`config.mk`:
```
export PLATFORM = sky130hd
export DESIGN_NAME = piso_stream
export DESIGN_NICKNAME = d
export VERILOG_FILES = /design/src/rtl/piso_pkg.sv /design/src/rtl/piso_hold_buf.sv /design/src/rtl/piso_stream.sv
export SDC_FILE = /design/constraint.sdc
export NUM_CORES = 1
export LEC_CHECK = 0
export ABC_AREA = 1
export CELL_PAD_IN_SITES_DETAIL_PLACEMENT = 2
export CELL_PAD_IN_SITES_GLOBAL_PLACEMENT = 2
export CORE_ASPECT_RATIO = 0.9
export CORE_UTILIZATION = 33
export DETAILED_ROUTE_END_ITERATION = 8
export GPL_TIMING_DRIVEN = 1
export PLACE_DENSITY = 0.9
export SKIP_CTS_REPAIR_TIMING = 1
export SLEW_MARGIN = 15
export SYNTH_ARGS = -nofsm -noshare
export SYNTH_HDL_FRONTEND = slang
export SYNTH_SLANG_ARGS = --single-unit
```
`constraint.sdc`:
```
create_clock -name clk -period 3 [get_ports clk]
set_input_delay 0.9 -clock clk [delete_from_list [all_inputs] [get_ports clk]]
set_output_delay 0.9 -clock clk [all_outputs]
set_load 0.01 [all_outputs]
```
`src/rtl/piso_pkg.sv`:
```
// Shared types and sizing helpers for the parallel-in/serial-out streamer.
package piso_pkg;

    typedef enum logic {
        IDLE  = 1'b0,
        SHIFT = 1'b1
    } piso_state_e;

    function automatic int piso_cnt_w(input int width);
        return (width <= 2) ? 1 : $clog2(width);
    endfunction

endpackage

```
`src/rtl/piso_hold_buf.sv`:
```
// One-word holding buffer: written on accept, emptied when the shifter takes the word.
module piso_hold_buf #(
    parameter int WIDTH = 8
) (
    input  logic             clk,
    input  logic             rst_n,
    input  logic             wr_i,
    input  logic [WIDTH-1:0] data_i,
    input  logic             clr_i,
    output logic             full_o,
    output logic [WIDTH-1:0] data_o,
    output logic             ready_o
);

    logic             full_q;
    logic [WIDTH-1:0] data_q;

    // A write can only happen while empty, so it never races the clear.
    always_ff @(posedge clk or negedge rst_n) begin
        if (!rst_n) begin
            full_q <= 1'b0;
            data_q <= '0;
        end else if (wr_i && !full_q) begin
            full_q <= 1'b1;
            data_q <= data_i;
        end else if (clr_i) begin
            full_q <= 1'b0;
        end
    end

    assign full_o  = full_q;
    assign data_o  = data_q;
    assign ready_o = !full_q;

endmodule

```
`src/rtl/piso_stream.sv`:
```
// Serialises buffered WIDTH-bit words, reloading gaplessly when the next word is waiting.
module piso_stream
    import piso_pkg::*;
#(
    parameter int   WIDTH      = 8,
    parameter bit   LSB_FIRST  = 1'b0,
    parameter logic IDLE_LEVEL = 1'b0
) (
    input  logic             clk,
    input  logic             reset,
    input  logic             load_valid,
    output logic             load_ready,
    input  logic [WIDTH-1:0] parallel_in,
    input  logic             shift_en,
    output logic             serial_out,
    output logic             serial_valid,
    output logic             frame_start,
    output logic             frame_end,
    output logic             busy
);

    localparam int             CW   = piso_cnt_w(WIDTH);
    localparam logic [CW-1:0] LAST = CW'(WIDTH - 1);

    piso_state_e      state_q;
    logic [WIDTH-1:0] shift_q;
    logic [CW-1:0]    cnt_q;

    logic             hold_full;
    logic [WIDTH-1:0] hold_data;
    logic             hold_clr;
    logic             last_bit;
    logic [WIDTH-1:0] shifted;

    assign last_bit = (state_q == SHIFT) && shift_en && (cnt_q == LAST);
    assign hold_clr = hold_full && ((state_q == IDLE) || last_bit);
    assign shifted  = LSB_FIRST ? {1'b0, shift_q[WIDTH-1:1]}
                                : {shift_q[WIDTH-2:0], 1'b0};

    piso_hold_buf #(.WIDTH(WIDTH)) u_hold (
        .clk     (clk),
        .rst_n   (reset),
        .wr_i    (load_valid && load_ready),
        .data_i  (parallel_in),
        .clr_i   (hold_clr),
        .full_o  (hold_full),
        .data_o  (hold_data),
        .ready_o (load_ready)
    );

    always_ff @(posedge clk or negedge reset) begin
        if (!reset) begin
            state_q <= IDLE;
            shift_q <= '0;
            cnt_q   <= '0;
        end else begin
            case (state_q)
                IDLE: begin
                    // Transfer from the buffer does not wait for a bit-rate enable.
                    if (hold_full) begin
                        shift_q <= hold_data;
                        cnt_q   <= '0;
                        state_q <= SHIFT;
                    end
                end
                SHIFT: begin
                    if (shift_en) begin
                        if (cnt_q == LAST) begin
                            if (hold_full) begin
                                shift_q <= hold_data;
                                cnt_q   <= '0;
                            end else begin
                                state_q <= IDLE;
                            end
                        end else begin
                            shift_q <= shifted;
                            cnt_q   <= cnt_q + 1'b1;
                        end
                    end
                end
                default: state_q <= IDLE;
            endcase
        end
    end

    assign serial_valid = (state_q == SHIFT);
    assign serial_out   = serial_valid ? (LSB_FIRST ? shift_q[0] : shift_q[WIDTH-1])
                                       : IDLE_LEVEL;
    assign frame_start  = serial_valid && (cnt_q == '0);
    assign frame_end    = serial_valid && (cnt_q == LAST);
    assign busy         = serial_valid || hold_full;

endmodule

```
==> results.json <==
{
  "status": "completed",
  "timing_max_transition_violations_final": 0,
  "area.growth.synth_to_final_pct": 19.55,
  "port-buffer-count": 17,
  "floorplan.die_area_um2": 3772,
  "clock_skew_ns": 0.001751,
  "post_detailed_placement_cell_area_um2": 1348,
  "multi_input_area_um2": 469.2,
  "via_count_of_the_routed_design": 977,
  "cts_inserted_buffers": 3,
  "grt_pass1_wl_mm": 5.016,
  "seqCellArea_um2": 525.5,
  "hold_crit_path_type": "reg -> reg",
  "ctsHtreeMaxLevel": 1,
  "initial_core_util_pct": 34.48,
  "dp_hpwl_mm": 2.103,
  "powerDensity_nw_per_um2": 655.2,
  "chipHeight_um": 58.37,
  "cts_buffer_depth": 2,
  "finalCriticalPeriod_ns": 2.615,
  "ys_seq_area_share_pct": 45.11,
  "finalHoldViolCount": 0,
  "die_w_um": 64.63,
  "worstPathRequired_ns": 2.10,
  "netlist_instances": 147,
  "clock_tree.root_cell": "clkbuf_8",
  "syn_area_um2": 1165,
  "cap_viol_max_count": 0,
  "coreArea_um2": 3378,
  "boundaryPins": 18,
  "gp_routability_congestion": 0.7752,
  "crit_path_max_fanout": 14,
  "p_leak_nw": 0.7530,
  "fill_cells": 402,
  "grt_pass1_vias": 1079,
  "detail_route.vias_per_cell": 4.675,
  "antenna_violations_before_repair": 0,
  "clk_slew_on_worst_s_h_paths_ns": 0.08,
  "grtUsageTotal_pct": 17.74,
  "clk_latency_ns": 0.26,
  "detail_route.iter0.violations": 15,
  "setup_total_negative_slack_ns": 0,
  "wl_per_cell_um": 13.69,
  "timing_worst_setup_path_type": "reg -> out",
  "nets": 182,
  "reg2reg_depth": 8,
  "routed_wirelength_mm": 2.862,
  "antenna_cells_inserted": 0,
  "pre_repair_dr_iteration_count": 4,
  "slew_headroom_pct": 67.84,
  "worstSetupStartpointType": "flip-flop",
  "critPathArrivalTime_ns": 1.71,
  "clock.fmax_mhz": 382.4,
  "vdd_ir_drop_max_uv": 256.6,
  "antenna_left": 0,
  "grt_start_max_net_pins": 22,
  "rsz0062_at_grt": "no",
  "worst-slew-pin-transition_ns": 0.4824,
  "cts_tree": "done",
  "layout_worst_path_cycle_share_pct": 87.16,
  "row_count": 20,
  "finalInstanceArea_um2": 1393,
  "synth_register_bits": 21,
  "drc_errors": 0,
  "setup_viol": 0,
  "synth.avg_cell_area_um2": 7.924,
  "globalRoute.totalOverflow": 0,
  "critical_path.endpoint_type": "output port",
  "yosys_warnings": 0,
  "synth.lib_cells_used.distinct": 17,
  "holdPathStages": 2,
  "syn_nets": 163,
  "clock_sinks": 21,
  "final_layout_size_suffix_gt1_share_pct": 11.52
}
==> per-stage QoR <==
step	utilization (%)	power (mW)	std cells	setup slack (ns)	hold WS, ns
3_3_place_gp	39.89	0.7041	205	0.7403	0.4616
6_report	41.22	0.9125	209	0.3851	0.4872
4_1_cts	41.22	0.9360	209	0.3621	0.5002
2_1_floorplan	-	0.6215	147	1.211	0.4422
5_1_grt	41.22	0.9931	209	0.2729	0.5426
3_5_place_dp	39.89	0.7360	205	0.6738	0.4797
==> kinds of logic after synthesis <==
logic type | Yosys count | share of synthesized area (%)
AOI/OAI and AO/OA | 9 | 6.122
adders and majority gates | 4 | 4.297
buffers and inverters | 34 | 14.61
DFF | 21 | 45.11
and+or+nand+nor | 79 | 29.86
==> cell type report <==
| type | count | area share, % |
|---|---|---|
| clock buffers | 4 | 3.234 |
| multi-input cells | 92 | 33.69 |
| inverters | 30 | 8.625 |
| repair buffers | 18 | 12.76 |
| flip-flops and latches | 21 | 37.74 |
| well taps | 44 | 3.953 |
==> worst paths after layout <==
kind                             startpoint               end  slack, ns
hold / removal             u_hold.data_o[0]  u_hold.data_o[0]       0.49
hold reg to reg            u_hold.data_o[0]  u_hold.data_o[0]       0.49
setup reg to reg                   cnt_q[0]          cnt_q[0]       1.06
min in group asynchronous             reset  u_hold.data_o[5]       0.98
setup / recovery               serial_valid       frame_start       0.39
max in group asynchronous             reset        shift_q[1]       1.78
==> worst max-delay path: stages (launching register included) <==
cell,delay [ns]
dfrtp_1,0.65
nand2_1,0.12
nor2_1,0.13
clkdlybuf4s50_1,0.55
==> sequential cells by signal, indices dropped and copies added, names as in the netlist <==
signal         cells
u_hold.full_o      1
shift_q            8
u_hold.data_o      8
serial_valid       1
cnt_q              3
==> report_power, final <==
part / switching, mW / total (mW) / leakage, nW / internal [mW]
Sequential: 0.0494 / 0.417 / 0.232 / 0.368
Clock: 0.0956 / 0.190 / 0.0228 / 0.0947
Combinational: 0.171 / 0.305 / 0.499 / 0.134
Total: 0.316 / 0.912 / 0.753 / 0.597
==> metal layers <==
| layer | wire [µm] | vias up | global-route usage, % |
|---|---|---|---|
| met5 | 0 | - | 0 |
| met4 | 17 | 0 | 2.222 |
| met3 | 104 | 2 | 4.264 |
| met2 | 1453 | 15 | 32.93 |
| met1 | 1286 | 485 | 21.45 |
| li1 | - | 475 | - |
==> Yosys cell counts, drive strengths merged <==
cell type   n  area, µm²
a21oi       7      61.31
inv        30      120.1
o21ai       2      10.00
ha          4      50.05
nand2      49      205.2
nand3      18      90.09
dfrtp      21      525.5
buf         4      50.05
nor2       12      52.55
==> cells in the final DEF, fill, tap and decap left out <==
cell / n
a21oi_2: 7
buf_4: 1
clkbuf_1: 1
clkbuf_8: 3
clkdlybuf4s50_1: 17
dfrtp_1: 21
ha_1: 4
inv_1: 28
inv_2: 1
inv_8: 1
nand2_1: 46
nand2_2: 2
nand2_8: 1
nand3_1: 18
nor2_1: 9
nor2_2: 3
o21ai_0: 1
o21ai_1: 1
Note: power is estimated with default switching activity, not from simulation.
